===== src/rtl/dsi_lp_pkg.sv =====
// Shared types and escape command codes for the DSI low-power escape receiver.
package dsi_lp_pkg;

  // Encoded as {LP_p, LP_n}
  typedef enum logic [1:0] {
    LP00 = 2'b00,
    LP01 = 2'b01,
    LP10 = 2'b10,
    LP11 = 2'b11
  } lp_state_t;

  localparam logic [7:0] ESC_CMD_LPDT       = 8'hE1;
  localparam logic [7:0] ESC_CMD_ULPS       = 8'h1E;
  localparam logic [7:0] ESC_CMD_RESET_TRIG = 8'h62;

  typedef enum logic [2:0] {
    ST_DISABLED  = 3'd0,
    ST_WAIT_STOP = 3'd1,
    ST_STOP      = 3'd2,
    ST_ESC_RQST  = 3'd3,
    ST_ESC_GO    = 3'd4,
    ST_ESC_CONF  = 3'd5,
    ST_CMD       = 3'd6,
    ST_DATA      = 3'd7
  } rx_state_t;

endpackage


===== src/rtl/dsi_lp_line_filter.sv =====
// Synchronizes LP_p/LP_n and only accepts a new line state after it has been
// stable for FILTER_CYCLES cycles; pulses o_lp_change on each accepted update.
module dsi_lp_line_filter
  import dsi_lp_pkg::*;
#(
  parameter int SYNC_STAGES   = 2,
  parameter int FILTER_CYCLES = 3
) (
  input  logic       clk_sys,
  input  logic       rst_n,
  input  logic       i_p,
  input  logic       i_n,
  output logic [1:0] o_lp_state,
  output logic       o_lp_change
);

  localparam logic [3:0] CNT_LAST = 4'(FILTER_CYCLES - 1);

  logic [SYNC_STAGES-1:0] r_sync_p, r_sync_n;
  logic [1:0]             r_state;
  logic [3:0]             r_cnt;
  logic                   r_change;
  logic [1:0]             w_sync;

  assign w_sync = {r_sync_p[SYNC_STAGES-1], r_sync_n[SYNC_STAGES-1]};

  // Lines idle high, so the chain resets to LP-11 to avoid a false edge.
  always_ff @(posedge clk_sys or negedge rst_n) begin
    if (!rst_n) begin
      r_sync_p <= '1;
      r_sync_n <= '1;
    end else begin
      r_sync_p[0] <= i_p;
      r_sync_n[0] <= i_n;
      for (int i = 1; i < SYNC_STAGES; i++) begin
        r_sync_p[i] <= r_sync_p[i-1];
        r_sync_n[i] <= r_sync_n[i-1];
      end
    end
  end

  always_ff @(posedge clk_sys or negedge rst_n) begin
    if (!rst_n) begin
      r_state  <= LP11;
      r_cnt    <= '0;
      r_change <= 1'b0;
    end else begin
      r_change <= 1'b0;
      if (w_sync == r_state) begin
        r_cnt <= '0;
      end else if (r_cnt == CNT_LAST) begin
        r_state  <= w_sync;
        r_change <= 1'b1;
        r_cnt    <= '0;
      end else begin
        r_cnt <= r_cnt + 4'd1;
      end
    end
  end

  assign o_lp_state  = r_state;
  assign o_lp_change = r_change;

endmodule


===== src/rtl/dsi_lp_esc_rx.sv =====
// LP escape-mode receiver for one reverse-direction DSI data lane: entry
// detection, spaced-one-hot command decode, LPDT byte delivery and errors.
module dsi_lp_esc_rx
  import dsi_lp_pkg::*;
#(
  parameter int SYNC_STAGES   = 2,
  parameter int FILTER_CYCLES = 3
) (
  input  logic       clk_sys,
  input  logic       rst_n,
  input  logic       lines_enable,
  input  logic       LP_p_input,
  input  logic       LP_n_input,
  output logic [7:0] rx_data,
  output logic       rx_data_valid,
  output logic       rx_end,
  output logic       rx_active,
  output logic [7:0] cmd_code,
  output logic       cmd_valid,
  output logic       err_sync,
  output logic       err_esc,
  output logic       err_partial
);

  logic [1:0] w_lp_raw;
  logic       w_chg;
  lp_state_t  w_lp;

  dsi_lp_line_filter #(
    .SYNC_STAGES  (SYNC_STAGES),
    .FILTER_CYCLES(FILTER_CYCLES)
  ) u_filter (
    .clk_sys    (clk_sys),
    .rst_n      (rst_n),
    .i_p        (LP_p_input),
    .i_n        (LP_n_input),
    .o_lp_state (w_lp_raw),
    .o_lp_change(w_chg)
  );

  assign w_lp = lp_state_t'(w_lp_raw);

  rx_state_t  r_state, w_nxt;
  logic [7:0] r_shift, w_shift;
  logic [2:0] r_cnt, w_cnt;
  logic       r_pend, w_pend;
  logic       r_mbit, w_mbit;
  logic [7:0] r_rx_data, r_cmd_code;
  logic       r_dv, r_end, r_cv, r_esync, r_eesc, r_epart, r_active;
  logic       w_dv, w_end, w_cv, w_esync, w_eesc, w_epart;
  logic       w_mark, w_bit;

  assign w_mark = (w_lp == LP10) || (w_lp == LP01);
  assign w_bit  = (w_lp == LP10);

  always_comb begin
    w_nxt   = r_state;
    w_shift = r_shift;
    w_cnt   = r_cnt;
    w_pend  = r_pend;
    w_mbit  = r_mbit;
    w_dv    = 1'b0;
    w_end   = 1'b0;
    w_cv    = 1'b0;
    w_esync = 1'b0;
    w_eesc  = 1'b0;
    w_epart = 1'b0;
    if (!lines_enable) begin
      w_nxt = ST_DISABLED;
    end else begin
      case (r_state)
        ST_DISABLED:  w_nxt = ST_WAIT_STOP;
        ST_WAIT_STOP: if (w_lp == LP11) w_nxt = ST_STOP;
        ST_STOP: if (w_chg) begin
          case (w_lp)
            LP10:    w_nxt = ST_ESC_RQST;
            LP01:    w_nxt = ST_WAIT_STOP;
            LP00:    begin w_nxt = ST_WAIT_STOP; w_eesc = 1'b1; end
            default: ;
          endcase
        end
        ST_ESC_RQST: if (w_chg) begin
          case (w_lp)
            LP00:    w_nxt = ST_ESC_GO;
            LP11:    w_nxt = ST_STOP;
            LP01:    begin w_nxt = ST_WAIT_STOP; w_eesc = 1'b1; end
            default: ;
          endcase
        end
        ST_ESC_GO: if (w_chg) begin
          case (w_lp)
            LP01:    w_nxt = ST_ESC_CONF;
            LP10:    w_nxt = ST_WAIT_STOP;
            LP11:    begin w_nxt = ST_STOP; w_eesc = 1'b1; end
            default: ;
          endcase
        end
        ST_ESC_CONF: if (w_chg) begin
          case (w_lp)
            LP00: begin
              w_nxt   = ST_CMD;
              w_cnt   = '0;
              w_shift = '0;
              w_pend  = 1'b0;
            end
            LP11:    begin w_nxt = ST_STOP; w_eesc = 1'b1; end
            LP10:    begin w_nxt = ST_WAIT_STOP; w_eesc = 1'b1; end
            default: ;
          endcase
        end
        ST_CMD, ST_DATA: if (w_chg) begin
          if (w_lp == LP11) begin
            w_nxt = ST_STOP;
            if (r_state == ST_CMD) begin
              w_eesc = 1'b1;
            end else begin
              w_end   = 1'b1;
              w_epart = (r_cnt != 3'd0);
            end
          end else if (w_mark) begin
            if (r_pend && (r_mbit != w_bit)) begin
              w_esync = 1'b1;
              w_end   = (r_state == ST_DATA);
              w_nxt   = ST_WAIT_STOP;
            end else begin
              w_shift = {r_shift[6:0], w_bit};
              w_pend  = 1'b1;
              w_mbit  = w_bit;
            end
          end else if (r_pend) begin
            // LP-00 space commits the pending bit
            w_pend = 1'b0;
            w_cnt  = r_cnt + 3'd1;
            if (r_cnt == 3'd7) begin
              if (r_state == ST_DATA) begin
                w_dv = 1'b1;
              end else if (r_shift == ESC_CMD_LPDT) begin
                w_nxt = ST_DATA;
              end else begin
                w_cv  = 1'b1;
                w_nxt = ST_WAIT_STOP;
              end
            end
          end
        end
        default: w_nxt = ST_DISABLED;
      endcase
    end
  end

  always_ff @(posedge clk_sys or negedge rst_n) begin
    if (!rst_n) begin
      r_state    <= ST_DISABLED;
      r_shift    <= '0;
      r_cnt      <= '0;
      r_pend     <= 1'b0;
      r_mbit     <= 1'b0;
      r_rx_data  <= '0;
      r_cmd_code <= '0;
      r_dv       <= 1'b0;
      r_end      <= 1'b0;
      r_cv       <= 1'b0;
      r_esync    <= 1'b0;
      r_eesc     <= 1'b0;
      r_epart    <= 1'b0;
      r_active   <= 1'b0;
    end else begin
      r_state  <= w_nxt;
      r_shift  <= w_shift;
      r_cnt    <= w_cnt;
      r_pend   <= w_pend;
      r_mbit   <= w_mbit;
      r_dv     <= w_dv;
      r_end    <= w_end;
      r_cv     <= w_cv;
      r_esync  <= w_esync;
      r_eesc   <= w_eesc;
      r_epart  <= w_epart;
      r_active <= (w_nxt == ST_ESC_RQST) || (w_nxt == ST_ESC_GO) ||
                  (w_nxt == ST_ESC_CONF) || (w_nxt == ST_CMD) || (w_nxt == ST_DATA);
      if (w_dv) r_rx_data  <= r_shift;
      if (w_cv) r_cmd_code <= r_shift;
    end
  end

  assign rx_data       = r_rx_data;
  assign rx_data_valid = r_dv;
  assign rx_end        = r_end;
  assign rx_active     = r_active;
  assign cmd_code      = r_cmd_code;
  assign cmd_valid     = r_cv;
  assign err_sync      = r_esync;
  assign err_esc       = r_eesc;
  assign err_partial   = r_epart;

endmodule

===== config.mk =====
export PLATFORM = sky130hd
export DESIGN_NAME = dsi_lp_esc_rx
export DESIGN_NICKNAME = d
export VERILOG_FILES = /design/src/rtl/dsi_lp_pkg.sv /design/src/rtl/dsi_lp_line_filter.sv /design/src/rtl/dsi_lp_esc_rx.sv
export SDC_FILE = /design/constraint.sdc
export NUM_CORES = 1
export LEC_CHECK = 0
export ABC_AREA = 1
export CORE_UTILIZATION = 42
export CTS_BUF_LIST = sky130_fd_sc_hd__clkbuf_16
export DETAILED_ROUTE_END_ITERATION = 10
export RECOVER_POWER = 50
export SLEW_MARGIN = 20
export SYNTH_ARGS = -nofsm -noshare
export SYNTH_HDL_FRONTEND = slang
export SYNTH_HIERARCHICAL = 1
export SYNTH_SLANG_ARGS = --single-unit
export TNS_END_PERCENT = 10

===== constraint.sdc =====
create_clock -name clk_sys -period 2 [get_ports clk_sys]
set_input_delay 0.5 -clock clk_sys [delete_from_list [all_inputs] [get_ports clk_sys]]
set_output_delay 0.5 -clock clk_sys [all_outputs]
set_load 0.05 [all_outputs]

* Yosys cells after proc, flatten, opt, wreduce, memory -nomap -nowiden *
Cells that the tools add are included.

storage, ports and cells
  flip-flop bits (word level) = 50
  latch bits = 0
  bits in writable memories = 0
  ROM bits = 0
  bits of input ports = 5
  output and inout bits = 23
  word-level logic and storage cells = 163
  memories kept = 0

operators by class
  add/subtract/negate cells = 2
  multipliers = 0
  div/mod/pow operators = 0
  order comparisons = 0
  eq/ne operators = 29
  shift-type cells = 0
  multiplexer cells = 92
  bitwise operators = 3
  reductions and logical operators = 18

operator list
  kind                 number
  $mux 3               20
  $mux 1               55
  $mux 8               6
  $eq 3x3->1 const B   9
  $pmux 3 s3           3
  $pmux 3 s7           1
  $pmux 8 s2           1
  $reduce_and 8->1     2
  $pmux 3 s2           2
  $ne 2x2->1 const B   5
  $eq 3x2->1 const B   3
  $eq 8x8->1 const B   1
  $mux 4               2
  $reduce_and 7->1     1
  $ne 2x1->1 const B   3
  $reduce_and 6->1     1
  $reduce_or 2->1      3
  $logic_or 1x1->1     5
  $pmux 1 s5           1
  $add 4x1->4 const B  1
  $eq 2x2->1 const B   2
  $eq 4x2->1 const B   1
  $add 3x1->3 const B  1
  $eq 3x1->1 const B   1
  12 further kinds     14

* Longest topological paths before layout *
Gate-level depths: netlist of the first run.

  depth after elaboration = 15
  gate-level depth with buffers = 13
  depth with buffers taken out = 13

* Cells and area by module *
Netlist of the first run, hierarchy kept.

by module, submodules not included
  module              times used  cells an instance  area an instance (µm²)  seq. area each (µm²)
  dsi_lp_esc_rx       1           230                1,998.2                 975.9
  dsi_lp_line_filter  1           49                 470.5                   282.8

* Least setup slack after synthesis of the first run *
No wires, ideal clock.

  path type = reg-to-reg
  start = reg u_filter.r_state[0] (netlist: u_filter/o_lp_state[0])
  end = reg r_cmd_code[5] (netlist: cmd_code[5])
  setup time = 120 ps
  data arrival time = 1,811 ps
  slack = 69 ps
  stages on the path, launching flop included = 12
  cells stage by stage = dfstp_2 inv_1 ha_1 clkinv_1 nand3_2 nor2_1 nand2_2 nor2_4 inv_2 buf_6 nand2_1 o21ai_2

on the way
  longest elaborated chain between the ends = 7
  elaborated cells on any way between the ends = 9
  those cells by class = eq/ne: 3; mux: 5; reduce/logical: 1

ends and longest elaborated chain
  item                                             line                      text
  from (decl)                                      dsi_lp_line_filter.sv:20  logic [1:0] r_state;
  from (signal assigned)                           dsi_lp_line_filter.sv:52  r_state <= w_sync;
  $eq 2x2->1 / $eq 2x1->1 (equally long branches)  dsi_lp_esc_rx.sv:53       assign w_mark = (w_lp == LP10) || (w_lp == LP01);
  $logic_or 1x1->1                                 dsi_lp_esc_rx.sv:53
  $mux 1                                           dsi_lp_esc_rx.sv:120      end else if (w_mark) begin
  $mux 1 (*)                                       dsi_lp_esc_rx.sv:112      if (w_lp == LP11) begin
  $mux 1 (*)                                       dsi_lp_esc_rx.sv:111      ST_CMD, ST_DATA: if (w_chg) begin
  $mux 1 (*)                                       dsi_lp_esc_rx.sv:71       case (r_state)
  $mux 1 (*)                                       dsi_lp_esc_rx.sv:68       if (!lines_enable) begin
  named net w_cv                                   dsi_lp_esc_rx.sv:50       logic w_dv, w_end, w_cv, w_esync, w_eesc, w_epart;
  to (signal assigned)                             dsi_lp_esc_rx.sv:182      if (w_cv) r_cmd_code <= r_shift;
  to (decl)                                        dsi_lp_esc_rx.sv:48       logic [7:0] r_rx_data, r_cmd_code;

The timed path passes the listed nets; every way through them passes the cells marked *.
A chain may end at the register's enable or synchronous reset.

* Worst setup path after layout of the first run *
  start = reg r_cmd_code[4] (netlist: cmd_code[4])
  end = out cmd_code[4]

RTL lines
  item       line                 text
  to (decl)  dsi_lp_esc_rx.sv:18  output logic [7:0] cmd_code,

No word-level cell between the ends.

==> qor.csv, run 1 <==
stage,metric,value,unit
timing,setup-tns-final,0,ps
synth,syn_nets,293,
layout,layout.area.seq,1260,um2
clock_tree,clock_root_buffer,sky130_fd_sc_hd__clkbuf_16,
critical_path,critPathTopFamily,buffers and inverters,
critical_path,worstReg2RegEnd,rx_active,
timing,skew,9.79,ps
drt,route.vias.total,1903,
synth,synth_area_leaders,"sky130_fd_sc_hd__dfrtp_1 45%, sky130_fd_sc_hd__nand2_1 9.9%, sky130_fd_sc_hd__dfstp_2 6.4%",
critical_path,worst_setup_path_end_kind,output pin,
synth,post-synth-top-area-fraction,44.6,%
synth,yosysUniqueCellTypes,32,
critical_path,reg2reg_slack,180,ps
synth,ys_async_sr_fraction,100,%
pwr,total_power,2810,uW
floorplanning,floorplan.core_area,5570,um2
global_routing,grt_use_total,17.1,%
global_routing,grt_pass1_vias,1790,
timing,fin_crit,1940,ps
global_routing,grt_antenna_before_repair,0,
global_routing,grt.overflow.total,0,
pwr,static-leakage-power,0.00149,uW
critical_path,worst-endpoint-required,1500,ps
place,portBuffers,27,
synth,yosysMostFrequentCell,sky130_fd_sc_hd__nand2_1,
timing,worst_pin_slew,910,ps
global_routing,grt_first_pass_wirelength,8230,um
synth,synth-main-ff-cell,sky130_fd_sc_hd__dfrtp_1,
drt,drt_first_iter_violations,120,
synth,synth-seq-area-share,51.0,%
timing,grt_setup_unrepaired,yes,
drt,routedWlPerCell,12.1,um
clock_tree,clock-sinks,50,
floorplanning,rows,27,
critical_path,timing.critical_path.slowest_stage_cell,sky130_fd_sc_hd__clkdlybuf4s50_1,
clock_tree,clkSlewWorstSetupHoldPaths,70,ps
place,place_congestion,0.860,
outcome,status,completed,
pwr,power_frac_clock,28.7,%
critical_path,critical_path.cell_chain,clkdlybuf4s50_1,
critical_path,critPathArrivalTime,1440,ps
drt,antenna_violating_nets_left,0,
synth,synthTopCellsByCount,"65 x sky130_fd_sc_hd__nand2_1, 44 x sky130_fd_sc_hd__dfrtp_1, 36 x sky130_fd_sc_hd__inv_1",
critical_path,worstPathMaxFanout,2,
synth,yosys.area.top_type,sky130_fd_sc_hd__dfrtp_1,
timing,timing_hold_violations_final,0,
floorplanning,initial_utilization,44.3,%
global_routing,grt_start_max_net_pins,38,
timing,final_min_period_over_clock_period,97.2,%
pwr,power_density,954,nW/um2
pwr,peakVddDrop,0.538,mV
layout,drive_above_1_share,19.0,%
clock_tree,hold_buffers,0,
critical_path,critical_path.startpoint_type,flop,
critical_path,cp_slowest_stage_delay,800,ps
clock_tree,cts_buffer_depth,2,
critical_path,timing.critical_path.buf_inv,1,
floorplanning,die_w,78.7,um
clock_tree,worst_skew_pair.late_latency,290,ps
layout,finish.net_count,328,
place,hpwl,3360,um
clock_tree,cts_tree,done,
synth,post_synth_instance_area,2470,um2
layout,syn_to_final_growth,19.3,%
floorplanning,floorplan.io_pins,28,
layout,utilization_after_layout,52.8,%
timing,finalSetupViolations,0,
layout,fillCellCount,528,
pwr,total_switching_power,946,uW
pwr,combPwrFrac,29.7,%
hold_path,hp-class,in2async,
critical_path,rr_startpoint,u_filter/o_lp_state[0],
layout,multiInputGateArea,998,um2
critical_path,critical_path_class,reg2out,
floorplanning,die_y,78.7,um
synth,synth.yosys.warnings,6,
pwr,power_report.internal_total,1860,uW
pwr,p_sw_share,33.7,%
timing,finalMaxSlewViolations,0,
drt,drc,0,
critical_path,reg2regPathDepth,12,
synth,synthCells,279,
timing,relSlewSlack,39.3,%
timing,timing.fmax,514,MHz
drt,first_pass_iters,4,
layout,num_antenna_cells,0,
drt,finalWirelength,4690,um
synth,synth-edff-count,0,
clock_tree,cts_inserted_buffers,5,
synth,postSynthRegisterBits,50,
run,max_cap_viol_count,0,
pwr,seq_power_share,41.6,%
synth,post_synth.cell_area_avg,8.85,um2
clock_tree,cts-htree-levels,2,
floorplanning,die_area,6190,um2
drt,ratio_of_routed_vias_to_standard_cells,4.92,
## power by group through the flow
| stage | combinational, uW | clock (uW) | sequential [uW] |
|---|---|---|---|
| after floorplan | 583 | 0 | 1190 |
| after global placement | 833 | 0 | 1190 |
| after global routing | 950 | 878 | 1180 |
| final | 833 | 807 | 1170 |
| after CTS | 841 | 838 | 1170 |
| after detailed placement | 840 | 0 | 1190 |
## worst register-to-register path: stages (launching register included)
cell and delay (ps):
sky130_fd_sc_hd__dfstp_2 530, sky130_fd_sc_hd__inv_1 50, sky130_fd_sc_hd__ha_1 300, sky130_fd_sc_hd__buf_4 130, sky130_fd_sc_hd__nand4_1 200, sky130_fd_sc_hd__nand2_1 110
sky130_fd_sc_hd__nand2_1 50, sky130_fd_sc_hd__nand2_1 60, sky130_fd_sc_hd__nand2_1 40, sky130_fd_sc_hd__nand2_1 70, sky130_fd_sc_hd__nand2_1 50, sky130_fd_sc_hd__nand2_1 70
sky130_fd_sc_hd__nand2_1 50
## cell usage in the layout (no fill, tap or decap), types with 2 or more instances in the layout
cell type / count
sky130_fd_sc_hd__inv_1: 38
sky130_fd_sc_hd__o21ai_1: 14
sky130_fd_sc_hd__nand2_4: 2
sky130_fd_sc_hd__nand4_1: 4
sky130_fd_sc_hd__a21boi_0: 2
sky130_fd_sc_hd__o21ai_2: 8
sky130_fd_sc_hd__nor2_1: 19
sky130_fd_sc_hd__buf_4: 14
sky130_fd_sc_hd__nor2_2: 3
sky130_fd_sc_hd__inv_2: 7
sky130_fd_sc_hd__nand3_1: 12
sky130_fd_sc_hd__nor2_4: 4
sky130_fd_sc_hd__nand2_2: 4
sky130_fd_sc_hd__o21ai_0: 6
sky130_fd_sc_hd__dfstp_2: 6
sky130_fd_sc_hd__dlygate4sd3_1: 2
sky130_fd_sc_hd__nor3_1: 3
sky130_fd_sc_hd__dfrtp_1: 44
sky130_fd_sc_hd__nand2_1: 65
sky130_fd_sc_hd__ha_1: 8
sky130_fd_sc_hd__a21oi_1: 8
sky130_fd_sc_hd__o22ai_1: 8
sky130_fd_sc_hd__clkdlybuf4s50_1: 14
sky130_fd_sc_hd__clkbuf_16: 5
## per-stage QoR
stage / setup slack (ps) / instances / hold slack [ps] / instance area (um2)
after floorplan: 69.0 / 279 / 204 / 2470
after global placement: 48.7 / 379 / 346 / 2820
after detailed placement: 14.8 / 379 / 349 / 2820
after CTS: 44.0 / 387 / 125 / 2960
after global routing: -3.97 / 387 / 334 / 2950
final: 55.9 / 387 / 269 / 2950
## flip-flops by register name (all words and copies together), names as in the netlist
register and flops:
r_cnt 3, rx_active 1, err_sync 1, rx_end 1, err_esc 1, r_state 3, rx_data 8, err_partial 1
r_shift 8, r_pend 1, u_filter/r_cnt 4, r_mbit 1, u_filter/o_lp_state 2, u_filter/r_sync_n 2, u_filter/o_lp_change 1, cmd_valid 1
cmd_code 8, rx_data_valid 1, u_filter/r_sync_p 2
## per-layer routing
metal | up-vias | GRT usage [%] | share of wire [%]
met5 | - | 0 | 0
met4 | 0 | 8.33 | 2.0
met3 | 7 | 3.02 | 3.5
met2 | 42 | 27.1 | 46
met1 | 886 | 22.5 | 49
li1 | 968 | - | -
## logic make-up after synthesis
kind of cell / count (synthesis) / share of synthesized area, %
and+or+nand+nor: 119 / 22.9
AOI/OAI and AO/OA: 51 / 13.1
buffers and inverters: 50 / 8.46
DFF: 50 / 51.0
adders and majority gates: 9 / 4.56
## what timing repair did
item                       in CTS  in global routing
hold endpoints to repair        0                  0
setup buffers                   0                  0
gates resized for setup         0                  8
setup endpoints to repair       0                 11
## worst max path at each step
stage	from	depth (start not counted)	to	slack, ps
6_report	cmd_code[4]	1	cmd_code[4]	60
5_1_grt	rst_n	2	r_state[1]	-4
4_1_cts	cmd_code[0]	1	cmd_code[0]	40
3_5_place_dp	lines_enable	10	cmd_code[0]	10
3_3_place_gp	lines_enable	10	cmd_code[7]	50
2_1_floorplan	u_filter/o_lp_state[0]	11	cmd_code[5]	70
## area by class of cell
| class | instances | share of cell area, % |
|---|---|---|
| timing repair buffer | 33 | 9.73 |
| multi-input combinational | 179 | 33.9 |
| inverter | 45 | 5.82 |
| clock inverter | 3 | 0.510 |
| sequential | 50 | 42.7 |
| tap | 72 | 3.06 |
| clock buffer | 5 | 4.25 |
Power figures use the tool's default switching activity.
==> inputs of run 2 (changes only) <==
--- a/config.mk
+++ b/config.mk
@@ -9,6 +9,7 @@
 export CORE_UTILIZATION = 42
 export CTS_BUF_LIST = sky130_fd_sc_hd__clkbuf_16
 export DETAILED_ROUTE_END_ITERATION = 10
+export PLACE_DENSITY = 0.76
 export RECOVER_POWER = 50
 export SLEW_MARGIN = 20
 export SYNTH_ARGS = -nofsm -noshare
==> qor.csv, run 2 (synthesis results as in run 1) <==
stage,metric,value,unit,change
hold_path,hp-class,reg2reg,,
timing,fin_crit,1950,ps,+6.50 ps
floorplanning,die_w,78.7,um,unchanged
layout,finish.net_count,330,,+0.61%
pwr,static-leakage-power,0.00153,uW,+2.4%
timing,finalMaxSlewViolations,0,,unchanged
clock_tree,cts_buffer_depth,2,,unchanged
critical_path,critical_path.cell_chain,clkdlybuf4s50_1,,
layout,num_antenna_cells,0,,unchanged
critical_path,timing.critical_path.slowest_stage_cell,sky130_fd_sc_hd__clkdlybuf4s50_1,,
layout,multiInputGateArea,986,um2,-1.3%
global_routing,grt_pass1_vias,1884,,+5.3%
critical_path,worst-endpoint-required,1500,ps,about the same
drt,drc,0,,unchanged
run,max_cap_viol_count,0,,unchanged
pwr,total_power,2990,uW,+6.4%
critical_path,critical_path_class,reg2out,,
global_routing,grt.overflow.total,0,,unchanged
timing,relSlewSlack,15.0,%,-24 points
clock_tree,clock-sinks,50,,unchanged
global_routing,grt_use_total,17.1,%,about the same
timing,worst_pin_slew,1270,ps,+364 ps
drt,finalWirelength,4610,um,-1.5%
floorplanning,die_area,6190,um2,unchanged
critical_path,critPathArrivalTime,1450,ps,about the same
timing,final_min_period_over_clock_period,97.5,%,+0.33 points
place,portBuffers,27,,unchanged
clock_tree,cts_inserted_buffers,5,,unchanged
layout,layout_commonest_cell,sky130_fd_sc_hd__nand2_1,,
place,hpwl,3390,um,+0.87%
clock_tree,clock_root_buffer,sky130_fd_sc_hd__clkbuf_16,,
drt,routedWlPerCell,11.9,um,-2.0%
critical_path,critPathTopFamily,buffers and inverters,,
pwr,power_density,999,nW/um2,+4.7%
pwr,seq_power_share,39.2,%,-2.4 points
global_routing,grt_first_pass_wirelength,8180,um,-0.58%
layout,drive_above_1_share,19.6,%,+0.51 points
pwr,combPwrFrac,29.2,%,-0.5 points
timing,setup-tns-final,0,ps,unchanged
drt,drt_first_iter_violations,227,,+89%
clock_tree,clkSlewWorstSetupHoldPaths,60,ps,about the same
layout,final_cell_mix,"65 x sky130_fd_sc_hd__nand2_1, 44 x sky130_fd_sc_hd__dfrtp_1, 37 x sky130_fd_sc_hd__inv_1, 19 x sky130_fd_sc_hd__nor2_1, 15 x sky130_fd_sc_hd__buf_4",,
layout,fillCellCount,504,,-4.5%
place,place.detailed.instances,379,,unchanged
global_routing,grt_start_max_net_pins,29,,-24%
floorplanning,initial_utilization,44.3,%,unchanged
timing,finalHoldWorstSlack,355,ps,+86.1 ps
clock_tree,cts-htree-levels,2,,unchanged
floorplanning,rows,27,,unchanged
timing,finalSetupViolations,0,,unchanged
critical_path,worst_setup_path_end_kind,output pin,,
critical_path,timing.critical_path.buf_inv,1,,unchanged
clock_tree,cts_tree,done,,
timing,grt_setup_unrepaired,yes,,
global_routing,grt_antenna_before_repair,0,,unchanged
clock_tree,worst_skew_pair.late_latency,290,ps,about the same
layout,instances_no_fill,389,,+0.52%
floorplanning,die_y,78.7,um,unchanged
place,place_congestion,0.897,,+4.3%
timing,timing.fmax,513,MHz,-0.33%
floorplanning,floorplan.io_pins,28,,unchanged
pwr,total_switching_power,966,uW,+2.1%
timing,timing_hold_violations_final,0,,unchanged
pwr,power_report.internal_total,2020,uW,+8.6%
pwr,peakVddDrop,0.901,mV,+67%
drt,antenna_violating_nets_left,0,,unchanged
drt,first_pass_iters,4,,unchanged
outcome,status,completed,,
critical_path,critical_path.startpoint_type,flop,,
drt,ratio_of_routed_vias_to_standard_cells,4.94,,+0.37%
layout,syn_to_final_growth,21.2,%,
pwr,p_sw_share,32.3,%,-1.4 points
timing,skew,5.33,ps,-4.45 ps
clock_tree,hold_buffers,0,,unchanged
floorplanning,floorplan.core_area,5570,um2,unchanged
pwr,power_frac_clock,31.7,%,+3.0 points
layout,layout.area.seq,1260,um2,unchanged
critical_path,worstPathMaxFanout,2,,unchanged
critical_path,cp_slowest_stage_delay,810,ps,about the same
drt,route.vias.total,1920,,+0.89%
## run 2: per-layer routing
layer / wire length (um) / vias up / part of all wire, % / GRT usage [%]
li1: - / 966 / - / -
met1: 1980 / 899 / 43 / 20.4
met2: 2350 / 46 / 51 / 29.5
met3: 188 / 9 / 4.1 / 3.95
met4: 97 / 0 / 2.1 / 7.22
met5: 0 / - / 0 / 0
## run 2: power groups by stage
| stage | Sequential (uW) | Combinational [uW] | Clock [uW] |
|---|---|---|---|
| 2_1_floorplan | 1190 | 583 | 0 |
| 3_3_place_gp | 1180 | 816 | 0 |
| 3_5_place_dp | 1190 | 843 | 0 |
| 4_1_cts | 1170 | 851 | 963 |
| 5_1_grt | 1180 | 989 | 1000 |
| 6_report | 1170 | 873 | 947 |
## run 2: metrics by stage
step | instance area (um2) | worst slack, ps | utilization, %
2_1_floorplan | 2470 | 69.0 | -
3_3_place_gp | 2820 | 56.0 | 50.6
3_5_place_dp | 2820 | 23.9 | 50.6
4_1_cts | 2990 | 42.6 | 53.6
5_1_grt | 2990 | -4.83 | 53.7
6_report | 2990 | 49.4 | 53.7
## run 2: final timing paths
kind / start / end / slack [ps] / depth (start not counted)
worst max-delay path: rx_data[2] / rx_data[2] / 50 / 1
worst min-delay path: u_filter/r_sync_p[0] / u_filter/r_sync_p[1] / 360 / 0
worst max register to register: u_filter/o_lp_state[0] / cmd_code[0] / 130 / 10
worst min register to register: u_filter/r_sync_p[0] / u_filter/r_sync_p[1] / 360 / 0
max in group asynchronous: rst_n / u_filter/r_sync_n[0] / 700 / 2
min in group asynchronous: rst_n / rx_data[3] / 470 / 1
## run 2: repair_timing
action	CTS	global route
setup endpoints to repair	0	12
setup buffers	0	2
resized for setup	0	4
## run 2: area by class of cell
class                   instances  area share [%]
clock buffers                   5            4.18
clock inverters                 3            1.38
inverters                      45            5.65
multi-input cells             179            33.0
flip-flops and latches         50            42.1
well taps                      72            3.01
repair buffers                 35            10.7
==> inputs of run 3 (changes only) <==
--- a/config.mk
+++ b/config.mk
@@ -6,10 +6,10 @@
 export NUM_CORES = 1
 export LEC_CHECK = 0
 export ABC_AREA = 1
-export CORE_UTILIZATION = 42
+export CORE_UTILIZATION = 45
 export CTS_BUF_LIST = sky130_fd_sc_hd__clkbuf_16
 export DETAILED_ROUTE_END_ITERATION = 10
-export PLACE_DENSITY = 0.76
+export PLACE_DENSITY = 0.8
 export RECOVER_POWER = 50
 export SLEW_MARGIN = 20
 export SYNTH_ARGS = -nofsm -noshare
==> qor.csv, run 3 (synthesis results as in run 1) <==
stage,metric,value,unit,change
global_routing,met2_usage,30.1,%,+0.61 points
critical_path,critical_path_depth,1,,unchanged
timing,final_min_period_over_clock_period,97.7,%,+0.18 points
timing,timing.fmax,512,MHz,-0.18%
clock_tree,clkSlewWorstSetupHoldPaths,70,ps,about the same
pwr,power_density,996,nW/um2,-0.36%
timing,relSlewSlack,22.2,%,+7.2 points
layout,drive_above_1_share,19.7,%,+0.12 points
place,hpwl,3380,um,-0.50%
critical_path,reg2regPathDepth,10,,unchanged
critical_path,critical_path_class,reg2out,,
timing,setup-tns-final,0,ps,unchanged
global_routing,grt_start_max_net_pins,51,,+76%
clock_tree,hold_buffers,0,,unchanged
critical_path,timing.critical_path.buf_inv,1,,unchanged
clock_tree,cts_buffer_depth,2,,unchanged
critical_path,critPathArrivalTime,1450,ps,about the same
floorplanning,die_area,5790,um2,-6.5%
drt,first_pass_iters,4,,unchanged
global_routing,grt_busiest_layer,met2,,
layout,finish.net_count,328,,-0.61%
global_routing,grt_antenna_before_repair,0,,unchanged
drt,route.vias.total,1903,,-0.89%
critical_path,critPathTopFamily,buffers and inverters,,
drt,drc,0,,unchanged
floorplanning,die_y,76.1,um,-3.3%
critical_path,rr_startpoint,u_filter/o_lp_state[0],,
run,max_cap_viol_count,0,,unchanged
floorplanning,floorplan.core_area,5200,um2,-6.6%
clock_tree,cts_setup_buffers,0,,unchanged
drt,antenna_violating_nets_left,0,,unchanged
critical_path,reg2reg_slack,150,ps,+20 ps
place,place_congestion,0.912,,+1.7%
critical_path,timing.critical_path.from,cmd_code[1],,
critical_path,worst-endpoint-required,1500,ps,about the same
clock_tree,cts-htree-levels,2,,unchanged
drt,drt_first_iter_violations,169,,-26%
timing,worst_pin_slew,1170,ps,-108 ps
floorplanning,initial_utilization,47.4,%,+3.1 points
place,place.detailed.instances,377,,-0.53%
layout,instances_no_fill,385,,-1.0%
layout,layout_commonest_cell,sky130_fd_sc_hd__nand2_1,,
critical_path,worstReg2RegEnd,cmd_code[6],,
pwr,peakVddDrop,0.650,mV,-28%
clock_tree,clock-sinks,50,,unchanged
global_routing,grt_util_met3,3.35,%,-0.60 points
critical_path,timing.critical_path.slowest_stage_cell,sky130_fd_sc_hd__clkdlybuf4s50_1,,
timing,timing_hold_violations_final,0,,unchanged
critical_path,worst_setup_path_end_kind,output pin,,
critical_path,critical_path.startpoint_type,flop,,
place,portBuffers,27,,unchanged
timing,skew,2.55,ps,-2.78 ps
drt,ratio_of_routed_vias_to_standard_cells,4.94,,+0.14%
global_routing,grt.overflow.total,0,,unchanged
clock_tree,cts_tree,done,,
floorplanning,die_w,76.1,um,-3.3%
layout,num_antenna_cells,0,,unchanged
global_routing,met1_usage,19.9,%,-0.50 points
global_routing,grt_pass1_vias,1868,,-0.85%
timing,finalSetupViolations,0,,unchanged
drt,finalWirelength,4560,um,-1.3%
critical_path,cp_slowest_stage_delay,810,ps,about the same
critical_path,critical_path.cell_chain,clkdlybuf4s50_1,,
hold_path,hp-class,reg2reg,,
critical_path,worstPathMaxFanout,2,,unchanged
layout,final_cell_mix,"65 x sky130_fd_sc_hd__nand2_1, 44 x sky130_fd_sc_hd__dfrtp_1, 36 x sky130_fd_sc_hd__inv_1, 19 x sky130_fd_sc_hd__nor2_1, 16 x sky130_fd_sc_hd__clkdlybuf4s50_1",,
global_routing,grt_use_total,16.9,%,-0.18 points
clock_tree,cts_inserted_buffers,5,,unchanged
layout,syn_to_final_growth,20.1,%,
clock_tree,cts_resized,0,,unchanged
floorplanning,floorplan.io_pins,28,,unchanged
pwr,static-leakage-power,0.00149,uW,-2.9%
drt,routedWlPerCell,11.8,um,-0.23%
clock_tree,clock_root_buffer,sky130_fd_sc_hd__clkbuf_16,,
global_routing,grt_first_pass_wirelength,7890,um,-3.5%
floorplanning,rows,26,,-3.7%
timing,fin_crit,1950,ps,+3.53 ps
timing,finalMaxSlewViolations,0,,unchanged
critical_path,setup.worst_path.end,cmd_code[1],,
clock_tree,worst_skew_pair.late_latency,290,ps,about the same
outcome,status,completed,,
-- run 3: cell types whose count changed in the layout (fill, tap and decap cells not counted), sizes merged --
cell           delta
clkinv            +1
clkinvlp          -1
clkdlybuf4s50     +2
dlymetal6s2s      -2
buf               -2
-- run 3: how the worst min path moves through the flow --
stage / startpoint / end / slack (ps) / cells after the start
after floorplan: rst_n / cmd_code[0] / 200 / 0
after global placement: u_filter/r_sync_n[0] / u_filter/r_sync_n[1] / 350 / 0
after detailed placement: u_filter/r_sync_p[0] / u_filter/r_sync_p[1] / 350 / 0
after CTS: rst_n / rx_data[3] / 190 / 2
after global routing: u_filter/r_sync_p[0] / u_filter/r_sync_p[1] / 360 / 0
final: u_filter/r_sync_p[0] / u_filter/r_sync_p[1] / 360 / 0
-- run 3: final cells by class --
class	count	area [um2]
tap	70	87.6
multi-input combinational	179	991
fill	466	2240
clock buffer	5	125
timing repair buffer	33	288
inverter	45	171
clock inverter	3	43.8
sequential	50	1260
-- run 3: metrics by stage --
stage / setup slack (ps) / area (um2) / power [uW] / hold slack, ps / utilization [%]
after floorplan: 69.0 / 2470 / 1770 / 204 / -
after global placement: 58.9 / 2820 / 2000 / 345 / 54.2
after detailed placement: 15.0 / 2820 / 2030 / 348 / 54.2
after CTS: 34.3 / 2990 / 2990 / 193 / 57.4
after global routing: -0.925 / 2970 / 3140 / 364 / 57.0
final: 45.9 / 2970 / 2950 / 357 / 57.0
-- run 3: per-layer routing --
layer  part of all wire, %  wire (um)  vias up
met4                   1.9         88        0
met1                    44       2020      894
li1                      -          -      965
met2                    50       2300       35
met5                     0          0        -
met3                   3.2        148        9
-- run 3: power by group --
| part | internal, uW | switching (uW) |
|---|---|---|
| registers | 1100 | 74.1 |
| logic | 304 | 518 |
| clock network | 592 | 367 |
| total | 1990 | 959 |
